[src/rtl/ahb_decoder_mux.sv]
// ahb_decoder_mux
//
// Address decoder and response multiplexor for the AHB-Lite subsystem.
// The address side turns the top nibble of HADDR into one-hot subordinate
// selects, and sends unmapped regions to the default subordinate. The data
// side registers the data-phase selection and steers that subordinate's
// HRDATA/HRESP/HREADYOUT back to the manager. A stall watchdog abandons a
// data phase that has waited too long and answers it with a two-cycle ERROR.
// A saturating counter records every completed ERROR response.
//
// Ports
//   HCLK         clock, all state on the rising edge
//   HRESETn      asynchronous active-low reset
//   HADDR        manager address
//   HSEL_S       one-hot select to the mapped subordinates
//   HSEL_D       select to the default subordinate
//   HRDATA_S     subordinate read data, sub i at [i*DATA_WIDTH +: DATA_WIDTH]
//   HRESP_S      subordinate responses, sub i at [2*i +: 2]
//   HREADYOUT_S  subordinate ready
//   HRDATA_D     default subordinate read data
//   HRESP_D      default subordinate response
//   HREADYOUT_D  default subordinate ready
//   HRDATA       read data to the manager
//   HRESP        response to the manager (00 OKAY, 01 ERROR)
//   HREADY       ready to the manager, also every subordinate's HREADYin
//   ERR_COUNT    saturating count of completed ERROR responses

module ahb_decoder_mux #(
  parameter int ADDR_WIDTH = 32,
  parameter int DATA_WIDTH = 32,
  parameter int NUM_SUBS   = 4,
  parameter int TIMEOUT    = 16
) (
  input  logic                           HCLK,
  input  logic                           HRESETn,
  input  logic [ADDR_WIDTH-1:0]          HADDR,
  output logic [NUM_SUBS-1:0]            HSEL_S,
  output logic                           HSEL_D,
  input  logic [NUM_SUBS*DATA_WIDTH-1:0] HRDATA_S,
  input  logic [NUM_SUBS*2-1:0]          HRESP_S,
  input  logic [NUM_SUBS-1:0]            HREADYOUT_S,
  input  logic [DATA_WIDTH-1:0]          HRDATA_D,
  input  logic [1:0]                     HRESP_D,
  input  logic                           HREADYOUT_D,
  output logic [DATA_WIDTH-1:0]          HRDATA,
  output logic [1:0]                     HRESP,
  output logic                           HREADY,
  output logic [7:0]                     ERR_COUNT
);

  // The counter must be able to hold TIMEOUT itself; with the watchdog
  // disabled a single bit keeps the declarations legal.
  localparam int CNT_W = (TIMEOUT > 0) ? $clog2(TIMEOUT + 1) : 1;
  localparam logic [CNT_W-1:0] STALL_LIMIT = (TIMEOUT > 0) ? CNT_W'(TIMEOUT - 1) : '0;
  // One select bit per mapped subordinate plus the default at the top;
  // all-zero means no data phase is outstanding.
  localparam int SEL_W = NUM_SUBS + 1;

  typedef enum logic [1:0] {
    NORMAL,
    TO_ERR1,
    TO_ERR2
  } state_t;

  state_t                 state;
  logic [SEL_W-1:0]       dsel;
  logic [SEL_W-1:0]       decode_sel;
  logic [CNT_W-1:0]       stall_cnt;
  logic [7:0]             err_count;
  logic [3:0]             region;
  logic [DATA_WIDTH-1:0]  mux_rdata;
  logic [1:0]             mux_resp;
  logic                   mux_ready;
  logic                   stalled;
  logic                   timeout_hit;
  logic                   unused_addr_bits;

  assign region = HADDR[ADDR_WIDTH-1 -: 4];

  // Only the region nibble takes part in decode.
  assign unused_addr_bits = ^HADDR[ADDR_WIDTH-5:0];

  // Exactly one select is high for every address, reset or not.
  always_comb begin
    decode_sel = '0;
    for (int i = 0; i < NUM_SUBS; i++) begin
      decode_sel[i] = (region == 4'(i));
    end
    decode_sel[NUM_SUBS] = ({1'b0, region} >= 5'(NUM_SUBS));
  end

  assign HSEL_S = decode_sel[NUM_SUBS-1:0];
  assign HSEL_D = decode_sel[NUM_SUBS];

  // dsel is one-hot or zero, so an AND-OR style mux needs no priority.
  // With nothing outstanding the bus looks idle and ready.
  always_comb begin
    mux_rdata = '0;
    mux_resp  = 2'b00;
    mux_ready = 1'b1;
    for (int i = 0; i < NUM_SUBS; i++) begin
      if (dsel[i]) begin
        mux_rdata = HRDATA_S[i*DATA_WIDTH +: DATA_WIDTH];
        mux_resp  = HRESP_S[2*i +: 2];
        mux_ready = HREADYOUT_S[i];
      end
    end
    if (dsel[NUM_SUBS]) begin
      mux_rdata = HRDATA_D;
      mux_resp  = HRESP_D;
      mux_ready = HREADYOUT_D;
    end
  end

  assign stalled     = (dsel != '0) && !mux_ready;
  // Fires on the TIMEOUT-th consecutive stalled cycle; a subordinate that
  // raises HREADYOUT in that same cycle is not stalled and so wins.
  assign timeout_hit = (TIMEOUT != 0) && stalled && (stall_cnt == STALL_LIMIT);

  // While the watchdog is answering, the abandoned subordinate is ignored.
  always_comb begin
    HRDATA = mux_rdata;
    HRESP  = mux_resp;
    HREADY = mux_ready;
    case (state)
      TO_ERR1: begin
        HRDATA = '0;
        HRESP  = 2'b01;
        HREADY = 1'b0;
      end
      TO_ERR2: begin
        HRDATA = '0;
        HRESP  = 2'b01;
        HREADY = 1'b1;
      end
      default: ;
    endcase
  end

  // The final ERROR cycle has HREADY high, so dsel picks up the next
  // address phase there without any extra handling.
  always_ff @(posedge HCLK or negedge HRESETn) begin
    if (!HRESETn) begin
      state     <= NORMAL;
      dsel      <= '0;
      stall_cnt <= '0;
      err_count <= '0;
    end else begin
      if (HREADY) begin
        dsel <= decode_sel;
      end
      if (HREADY && (HRESP == 2'b01) && (err_count != 8'hFF)) begin
        err_count <= err_count + 1'b1;
      end
      case (state)
        NORMAL: begin
          if (timeout_hit) begin
            state <= TO_ERR1;
          end
          stall_cnt <= stalled ? stall_cnt + 1'b1 : '0;
        end
        TO_ERR1: begin
          state     <= TO_ERR2;
          stall_cnt <= '0;
        end
        default: begin
          state     <= NORMAL;
          stall_cnt <= '0;
        end
      endcase
    end
  end

  assign ERR_COUNT = err_count;

endmodule

[config.mk]
export PLATFORM = sky130hd
export DESIGN_NAME = ahb_decoder_mux
export DESIGN_NICKNAME = d
export VERILOG_FILES = /design/src/rtl/ahb_decoder_mux.sv
export SDC_FILE = /design/constraint.sdc
export NUM_CORES = 1
export LEC_CHECK = 0
export ABC_CLOCK_PERIOD_IN_PS = 2400
export BUFFER_PORTS_ARGS = -buffer_cell sky130_fd_sc_hd__buf_2
export CAP_MARGIN = 25
export CORE_AREA = 2 2 100 102
export CTS_CLUSTER_DIAMETER = 60
export DETAILED_ROUTE_END_ITERATION = 6
export DIE_AREA = 0 0 102 104
export GPL_TIMING_DRIVEN = 0
export RECOVER_POWER = 50
export SLEW_MARGIN = 20
export SYNTH_ARGS = -nofsm -noshare
export SYNTH_HDL_FRONTEND = slang
export SYNTH_SLANG_ARGS = --single-unit
[constraint.sdc]
create_clock -name HCLK -period 2.4 [get_ports HCLK]
set_input_delay 0.6 -clock HCLK [delete_from_list [all_inputs] [get_ports HCLK]]
set_output_delay 0.6 -clock HCLK [all_outputs]
set_load 0.005 [all_outputs]
=== Word-level counts from Yosys, hierarchy flattened ===
Index checks and enable logic that the tools add are counted.

* Equality and inequality tests: 9
* Muxes and demuxes: 22
* Add/sub/neg operators: 2
* Reductions and logical operators: 9
* Order comparisons: 1

{| class="wikitable"
|+ Operator list
! operator !! number
|-
| 2-to-1 mux 32 bit || 6
|-
| 2-to-1 mux 2 bit || 7
|-
| 2-to-1 mux 5 bit || 2
|-
| adder 8 x 1 -> 8 bit (second input constant) || 1
|-
| == test 4 x 2 -> 1 bit (second input constant) || 2
|-
| != test 8 bit (second input constant) || 1
|-
| adder 5 x 1 -> 5 bit (second input constant) || 1
|-
| == test 5 x 4 -> 1 bit (second input constant) || 1
|-
| 2-to-1 mux 1 bit || 5
|-
| nonzero test 5 bit || 1
|-
| == test 2 x 1 -> 1 bit (second input constant) || 2
|-
| == test 4 x 1 -> 1 bit (second input constant) || 1
|-
| greater-or-equal comparator 4 x 3 -> 1 bit (second input constant) || 1
|-
| logical AND 1 bit || 4
|-
| zero test 4 bit || 1
|-
| one-hot mux 2 bit (2 select lines) || 1
|-
| == test 2 bit (second input constant) || 1
|-
| zero test 2 bit || 1
|-
| != test 2 bit (second input constant) || 1
|-
| one-hot mux 1 bit (2 select lines) || 1
|-
| OR reduction 2 bit || 1
|-
| zero test 1 bit || 1
|}

* Register bits after elaboration: 20
* Word-level logic and storage cells: 47

=== Longest topological paths before layout ===
Gate-level depths: netlist of run 1.

* Word-level depth: 10
* Gate-level depth with buffers: 7
* Mapped depth without buffers: 6

=== Least setup slack after synthesis of run 1 ===
Ideal clock, no wire load.

* Path type: reg2out
* From: register dsel[2]
* To: output port HRDATA[14]
* Data required time: 1.800 ns
* Setup slack: 0.155 ns
* Cell stages (with the launch flop): 7
* Data arrival time: 1.645 ns
* Cell sequence: dfrtp_1 > buf_2 > buf_1 > buf_1 > a221oi_1 > a211o_1 > a221oi_1

* Longest elaborated chain between the ends: 4

{| class="wikitable"
|+ Ends and longest elaborated chain
! element !! line !! text
|-
| from (decl) || 66 || <nowiki>logic [SEL_W-1:0] dsel;</nowiki>
|-
| from (signal assigned) || 150 || <nowiki>dsel <= decode_sel;</nowiki>
|-
| 2-to-1 mux 32 bit (2 in a row) || 102 || <nowiki>if (dsel[i]) begin</nowiki>
|-
| 2-to-1 mux 32 bit || 108 || <nowiki>if (dsel[NUM_SUBS]) begin</nowiki>
|-
| 2-to-1 mux 32 bit || 125 || <nowiki>case (state)</nowiki>
|-
| to (decl) || 45 || <nowiki>output logic [DATA_WIDTH-1:0] HRDATA,</nowiki>
|}

Every way passes these cells.

=== Worst setup path in the final report of run 1 ===
* From: register dsel[1]
* To: output port HRDATA[16]

* Longest elaborated chain between the ends: 5

{| class="wikitable"
|+ Ends and longest elaborated chain
! element !! line
|-
| 2-to-1 mux 32 bit (3 in a row) || 102
|-
| 2-to-1 mux 32 bit || 108
|-
| 2-to-1 mux 32 bit || 125
|}

Every way passes these cells.

==> results of run 1 <==
layout make-up:
type	count	area share
plain buffers	33	0.0513
clock buffers	4	0.0126
well taps	133	0.0381
inverters	71	0.0610
repair buffers	238	0.279
multi-input cells	215	0.443
flip-flops and latches	20	0.115
worst max-delay path: cells and delay by family (launching register included):
family          cells  cell delay [ns]
simple gates        1             0.34
buf+inv             2             0.34
compound gates      3             0.59
flops               1             0.44
metal layers:
layer / track usage / up-vias / routed length, microns / share of wire
li1: - / 1765 / - / -
met1: 0.271 / 1714 / 5030 / 0.42
met4: 0.0486 / 0 / 193 / 0.016
met5: 0 / - / 0 / 0
met2: 0.367 / 181 / 5820 / 0.49
met3: 0.0289 / 16 / 906 / 0.076
synth_stat cells, drive strengths merged (2+ instances only):
library cell,number,area [sq um]
nand3,4,25.0
nand2,9,33.8
nor2,8,30.0
a211o,31,272
inv,71,267
xnor2,6,52.6
nor3,3,15.0
nor3b,2,15.0
dfrtp,20,500
ha,6,75.1
and3,6,37.5
nand4,4,25.0
nor2b,7,43.8
mux2,7,78.8
a21oi,37,185
a221oi,65,569
clkbuf,28,105
nand3b,2,15.0
buf,6,32.5
o21ai,3,15.0
a221o,2,20.0
sequential cells by signal, summed over array words and instances, names as in the netlist:
| signal | cells |
|---|---|
| state | 2 |
| dsel | 5 |
| ERR_COUNT | 8 |
| stall_cnt | 5 |
logic make-up (layout without fill, tap and decap cells):
family	after synthesis	count (layout)	share of synthesized area
AOI/OAI and AO/OA	145	145	0.442
xor gates and xnor gates	7	7	0.0241
adders and majority gates	6	6	0.0295
buffers and inverters	105	346	0.159
DFF	20	20	0.196
muxes	7	7	0.0309
and+or+nand+nor	50	50	0.119
worst paths after layout:
check	start	end	slack [ns]	cells past startpoint
hold / removal	stall_cnt[0]	stall_cnt[0]	0.48	1
max in group asynchronous	HRESETn	dsel[1]	1.15	1
setup reg to reg	dsel[2]	state[1]	0.28	6
setup / recovery	dsel[1]	HRDATA[16]	-0.20	6
min in group asynchronous	HRESETn	ERR_COUNT[5]	0.52	1
hold reg to reg	stall_cnt[0]	stall_cnt[0]	0.48	1
cell usage in the layout, fill, tap and decap left out, drive strengths merged, types with 3 or more instances in the layout:
cell / n
xnor2: 6
nor2b: 7
inv: 71
nor2: 8
nor3: 3
a21oi: 37
dfrtp: 20
o21ai: 3
mux2: 7
buf: 243
nand2: 9
nand3: 4
a211o: 31
a221oi: 65
clkbuf: 32
and3: 6
ha: 6
nand4: 4
power by group through the flow:
stage               Sequential (uW)  Combinational (uW)  Clock [uW]
global placement                486                2150           0
CTS                             483                2480         267
finish                          483                2630         261
floorplan                       478                1300           0
detailed placement              490                2180           0
global route                    497                2870         280
metrics by stage:
stage / worst slack (ns) / cell area (sq um) / setup TNS (ns) / hold WS (ns)
after global placement: -0.670 / 3860 / -15.01 / 0.447
after global routing: -0.295 / 4370 / -7.90 / 0.509
after floorplan: 0.155 / 2550 / 0 / 0.304
final: -0.197 / 4370 / -4.51 / 0.484
after detailed placement: -0.648 / 3860 / -13.95 / 0.478
after CTS: -0.233 / 4240 / -5.78 / 0.292
timing repair:
| item | CTS | global route |
|---|---|---|
| resized for setup | 71 | 32 |
| setup buffers | 3 | 5 |
| pin swaps | 21 | 26 |
| setup endpoints to repair | 36 | 34 |
| gates cloned | 2 | 0 |
==> results.env, run 1 <==
NUMPLACEDINSTANCES=701
YOSYS_WARNINGS=0
ANTENNA_VIOLATING_NETS_POST_ROUTE=0
CORE_SQ_UM=9550
POWER.CLOCK.FRACTION=0.077
GLOBAL_ROUTE_WIRE_LENGTH_BEFORE_REPAIR_MICRONS=18100
SHARE_SEQ_OF_TOTAL_POWER=0.143
POWER.TOTAL_uW=3380
FLOORPLAN.IO_PINS=257
GRT_OVERFLOW_TOTAL=0
MAXIMUM_NUMBER_OF_PINS_ON_ONE_NET_BEFORE_GLOBAL_ROUTE_REPAIR=21
CRITICAL_PATH_ARRIVAL_NS=2.00
SYNTH_TOP_FLOP_CELL='dfrtp_1'
WORST-SLEW-PIN-TRANSITION_NS=1.10
PWR-SHARE-COMB=0.780
NUMBER_OF_SYNTHESIZED_FLOPS_WITH_AN_ENABLE_PIN=0
SYN_NETS=555
DIE-AREA_SQ_UM=10600
INSTANCES_NO_FILL=714
TIMING.CRITICAL_PATH.SLOWEST_STAGE_CELL='dfrtp_2'
SETUP_WS_NS=-0.197
POSTCTSHOLDBUFS=0
PLACEMENT.IO_BUFFERS=228
PEAK_FREQ_MHz=385
FINAL.SETUP_SKEW_NS=0.00313
FINAL_HOLD_VIOL_COUNT=0
PEAKVDDDROP_mV=0.292
POWER_REPORT.INTERNAL_TOTAL_uW=1840
NUM_VIAS=3676
POST_SYNTH_INST_COUNT=340
POST_SYNTH_NUM_CELL_TYPES=38
CTS_TREE='done'
NUMBER_OF_ANTENNA_VIOLATIONS_AT_THE_FIRST_CHECK_IN_GLOBAL_ROUTING=0
SYNTH.FF_LATCH_COUNT=20
WIRE_PER_INST_MICRONS=16.7
MIN_PATH_TYPE='reg2reg'
POST_SYNTH_INSTANCE_AREA_SQ_UM=2550
SWITCHINGPOWER_uW=1540
CRITICAL_PATH.ENDPOINT_TYPE='output pin'
N_ANTENNA_CELL=0
TIMING.CRITICAL_PATH.MODE_CELL='a221oi_1'
CTS-ROOT-TO-SINK-BUFFERS=2
SYNTH.YOSYS.SEQ_AREA_SHARE=0.196
FINAL-MAX-SLEW-VIOLATION-COUNT=0
FAILED_CHECKS='negative setup slack'
POWER.DENSITY_CELL_AREA_nW_PER_UM2=773
PORTION_OF_THE_CLOCK_CYCLE_CONSUMED_BY_THE_WORST_PATH_IN_THE_FINAL_LAYOUT=1.08
CRITICALPATHCATEGORY='reg2out'
H_TREE_LEVEL_COUNT=1
FINAL_CORE_UTIL=0.458
CHIPHEIGHT_MICRONS=104
HPWLAFTERDP_MICRONS=9060
FIRST_GLOBAL_VIAS=3729
CRITICAL-PATH-MAX-STAGE-DELAY_NS=0.44
P_LEAK_uW=0.00230
SYNTHESIS.AREA_PER_INSTANCE_SQ_UM=7.50
CTS.SINKS=20
INITIAL_UTILIZATION=0.267
RESULT_OF_THE_RUN='complete, but fails checks'
DRT_FIRST_PASS_ITERS=4
MULTI_INPUT_AREA_SQ_UM=1940
SEQCELLAREA_SQ_UM=502
FIN_NETS=797
CLK_PIN_SLEW_NS=0.07
CLKLATENCYLATEPIN_NS=0.26
GP_CONGESTION=0.843
ASYNC_SET_OR_RESET_FLOP_FRACTION_IN_THE_SYNTHESIZED_NETLIST=1.00
DRT-TOTAL-WL_MICRONS=11900
ROUTED_VIA_DENSITY=5.15
CORE.ROWCOUNT=36
CRITICAL_PATH.CELL_CHAIN='nor2b_4, buf_6, a221oi_1, a211o_1, a221oi_1, buf_2'
WORST-PATH-MAX-FANOUT=7
MAX-CAP-VIOLATIONS=0
NUM-FILL-CELLS=1047
SETUP_VIOL=32
FLOW.AREA_GROWTH_FROM_SYNTHESIS_PCT=71.4
LAYOUT_MIN_CYCLE_TIME_NS=2.60
DRIVE_ABOVE_1_SHARE=0.558
POWER.SHARE.SWITCHING=0.455
RSZ0062_AT_GRT='true'
SLEW_HEADROOM=0.265
INITIALDRTVIOLATIONCOUNT=115
CLOCK-ROOT-BUFFER='clkbuf_8'
DRC_ERRORS=0
LAUNCHING_ELEMENT_TYPE_OF_THE_CRITICAL_PATH='flop'
GR-USAGE-ALL-LAYERS=0.210
FLOORPLAN.DIE.WIDTH_MICRONS=102
REQUIRED_NS=1.80
CTS_BUFFERS=3
Power figures use the tool's default switching activity.
==> run 2: changes to the inputs <==
ABC_AREA = 1   (was not set)
CORE_AREA = 2 2 98 100   (was 2 2 100 102)
DIE_AREA = 0 0 100 102   (was 0 0 102 104)
==> results.env, run 2 <==
LARGEST_REGISTER_FF_COUNT=8
SLACK_OF_THE_WORST_REG_TO_REG_PATH_NS=0.37
POWER.SHARE.SWITCHING=0.477
PRE_CTS_SLACK_NS=-0.341
FINISHED_LAYOUT_CELL_AREA_SQ_UM=4030
DRT_FIRST_PASS_ITERS=5
REG2REGPATHDEPTH=12
CTS_BUFFERS=3
INITIALDRTVIOLATIONCOUNT=175
PWR-SHARE-COMB=0.751
WORST_REG2REG_ENDPOINT='ERR_COUNT[2]'
FINAL_HOLD_VIOL_COUNT=0
ASYNC_SET_OR_RESET_FLOP_FRACTION_IN_THE_SYNTHESIZED_NETLIST=1.00
FLOW.AREA_GROWTH_FROM_SYNTHESIS_PCT=72.0
DOMINANT_COMBINATIONAL_CELL_FAMILY_BY_AREA_AFTER_SYNTHESIS='compound AO/OA/AOI/OAI gates'
DIE-AREA_SQ_UM=10200
FINAL-MAX-SLEW-VIOLATION-COUNT=0
MAX-CAP-VIOLATIONS=0
WORST-PATH-MAX-FANOUT=10
SYNTHMOSTINSTANTIATEDCELL='nand2_1'
DRC_ERRORS=0
ROUTED_VIA_DENSITY=5.25
DRT-TOTAL-WL_MICRONS=12800
SIMPLE_LOGIC_CELL_FRACTION_OF_THE_SYNTHESIZED_AREA=0.264
SYNTH.YOSYS.SEQ_AREA_SHARE=0.214
CTS-ROOT-TO-SINK-BUFFERS=2
MIN_PATH_TYPE='reg2reg'
GR-USAGE-ALL-LAYERS=0.231
SYNTH_AREA_LEADER_CELL='dfrtp_1'
FIN_NETS=812
HOLDWS_NS=0.475
SYNTHESIZED_AREA_FRACTION_OCCUPIED_BY_AO_OA_AOI_AND_OAI_CELLS=0.381
CLK_PIN_SLEW_NS=0.07
YOSYS_WARNINGS=0
H_TREE_LEVEL_COUNT=1
FINAL.SETUP_SKEW_NS=0.000947
MIN_DELAY_PATH_DEPTH=1
SYNTH_TOP_CELL_AREA_SHARE=0.214
TOP_POST_SYNTHESIS_CELLS_BY_AREA='dfrtp_1 21%, nand2_1 14%, o221ai_1 12%'
SYNTH_XOR_AREA_FRAC=0.0224
CHIPHEIGHT_MICRONS=102
RESULT_OF_THE_RUN='complete, no violations'
CRITICAL_PATH.ENDPOINT_TYPE='output pin'
SYNTH_TOP_FLOP_CELL='dfrtp_1'
INSTANCES_NO_FILL=708
DPL-INSTANCE-AREA_SQ_UM=3620
REQUIRED_NS=1.80
PLACEMENT.IO_BUFFERS=228
SLEW_HEADROOM=0.219
SHARE_SEQ_OF_TOTAL_POWER=0.163
HOLD_END='stall_cnt[0]'
INITIAL_UTILIZATION=0.257
RSZ0062_AT_GRT='true'
POWER_REPORT.INTERNAL_TOTAL_uW=1570
PEAK_FREQ_MHz=420
POST_SYNTH_NUM_CELL_TYPES=33
DRIVE_ABOVE_1_SHARE=0.512
WIRE_PER_INST_MICRONS=18.1
FINAL_COMMON_CELL='buf_2'
CORE_SQ_UM=9110
NUMPLACEDINSTANCES=687
P_LEAK_uW=0.00218
SWITCHINGPOWER_uW=1430
CLKLATENCYLATEPIN_NS=0.26
SYN_NETS=563
POST_SYNTH_FA_HA_MAJ_AREA_FRACTION=0.0321
FLOORPLAN.DIE.WIDTH_MICRONS=100
CTS_TREE='done'
SYNTH.FF_LATCH_COUNT=20
YOSYS-TOP-CELLS-COUNT='85 x nand2_1, 31 x o221ai_1, 30 x a21oi_1'
FIRST_GLOBAL_VIAS=3583
NUM_VIAS=3715
SETUP_VIOL=0
GP_CONGESTION=0.926
NUMBER_OF_ANTENNA_VIOLATIONS_AT_THE_FIRST_CHECK_IN_GLOBAL_ROUTING=2
LAYOUT_MIN_CYCLE_TIME_NS=2.38
NUMBER_OF_SYNTHESIZED_FLOPS_WITH_AN_ENABLE_PIN=0
CTS.SINKS=20
SYNTH.AREA.MUX_SHARE=0
POST_SYNTH_INSTANCE_AREA_SQ_UM=2340
HOLD_PATH.STARTPOINT='stall_cnt[0]'
CRITICALPATHCATEGORY='reg2out'
POST_SYNTH_INST_COUNT=348
HPWLAFTERDP_MICRONS=10300
SYNTHESIS.AREA_PER_INSTANCE_SQ_UM=6.73
PEAKVDDDROP_mV=0.266
PORTION_OF_THE_CLOCK_CYCLE_CONSUMED_BY_THE_WORST_PATH_IN_THE_FINAL_LAYOUT=0.993
POWER.CLOCK.FRACTION=0.086
WORST-SLEW-PIN-TRANSITION_NS=1.17
FINAL_CELL_MIX='221 x buf_2, 86 x nand2_1, 28 x a21oi_1'
FLOORPLAN.IO_PINS=257
SETUP_WS_NS=0.0173
CLOCK-ROOT-BUFFER='clkbuf_8'
ANTENNA_VIOLATING_NETS_POST_ROUTE=0
POWER.DENSITY_CELL_AREA_nW_PER_UM2=746
MAXIMUM_NUMBER_OF_PINS_ON_ONE_NET_BEFORE_GLOBAL_ROUTE_REPAIR=21
GLOBAL_ROUTE_WIRE_LENGTH_BEFORE_REPAIR_MICRONS=18400
CRITICAL_PATH_ARRIVAL_NS=1.78
RR_STARTPOINT='state[0]'
LAUNCHING_ELEMENT_TYPE_OF_THE_CRITICAL_PATH='flop'
GRT_OVERFLOW_TOTAL=0
CORE.ROWCOUNT=35
run 2: area by class of cell:
class	instances	area (sq um)
antenna	1	2.50
buffer	26	196
clock buffer	4	55.1
fill	1014	5080
inverter	21	85.1
multi-input combinational	280	1750
sequential	20	502
tap	111	139
timing repair buffer	245	1300
run 2: power groups by stage:
stage          Sequential (uW)  Clock (uW)  Combinational, uW
4_1_cts                    486         266               2050
3_3_place_gp               486           0               1980
6_report                   489         259               2260
3_5_place_dp               490           0               2000
2_1_floorplan              478           0               1140
5_1_grt                    500         284               2480
run 2: what timing repair did:
| item | 4_1_cts | 5_1_grt |
|---|---|---|
| endpoints found under the setup margin | 35 | 33 |
| pin swaps | 2 | 19 |
| gates cloned | 0 | 2 |
| buffers inserted | 3 | 13 |
| hold buffers | 0 | 0 |
| gates resized for setup | 33 | 49 |
run 2: kinds of logic after synthesis:
| family | Yosys count |
|---|---|
| AOI/OAI and AO/OA | 133 |
| xor gates and xnor gates | 6 |
| adders and majority gates | 6 |
| buffers and inverters | 48 |
| DFF | 20 |
| and+or+nand+nor | 135 |
run 2: worst max-delay path: stages (launching register included):
cell and delay [ns]:
dfrtp_1 0.40, inv_2 0.10, ha_4 0.22, clkinvlp_4 0.17, buf_6 0.17, o221ai_1 0.12
a21oi_1 0.19, buf_2 0.15
run 2: per-layer routing:
layer  global-route usage  wire length, microns
met1                0.309                  5640
met2                0.383                  5680
met3               0.0575                  1250
met4               0.0474                   221
met5                    0                    16
run 2: worst max-delay path by stage:
stage             start          to  slack (ns)  depth (start not counted)
2_1_floorplan  state[0]  HRDATA[16]        0.29                          6
3_3_place_gp   state[0]   HRDATA[3]       -0.34                          7
3_5_place_dp   state[0]   HRDATA[3]       -0.34                          7
4_1_cts         dsel[1]  HRDATA[17]       -0.02                          8
5_1_grt         dsel[1]      HREADY       -0.08                         10
6_report       state[0]  HRDATA[17]        0.02                          7
run 2: stage by stage:
stage	power (uW)	TNS, ns	utilization
final	3000	0	0.442
after global routing	3260	-0.570	0.442
after CTS	2810	-0.0544	0.416
after detailed placement	2490	-5.93	0.398
after global placement	2460	-4.71	0.398
after floorplan	1620	0	-
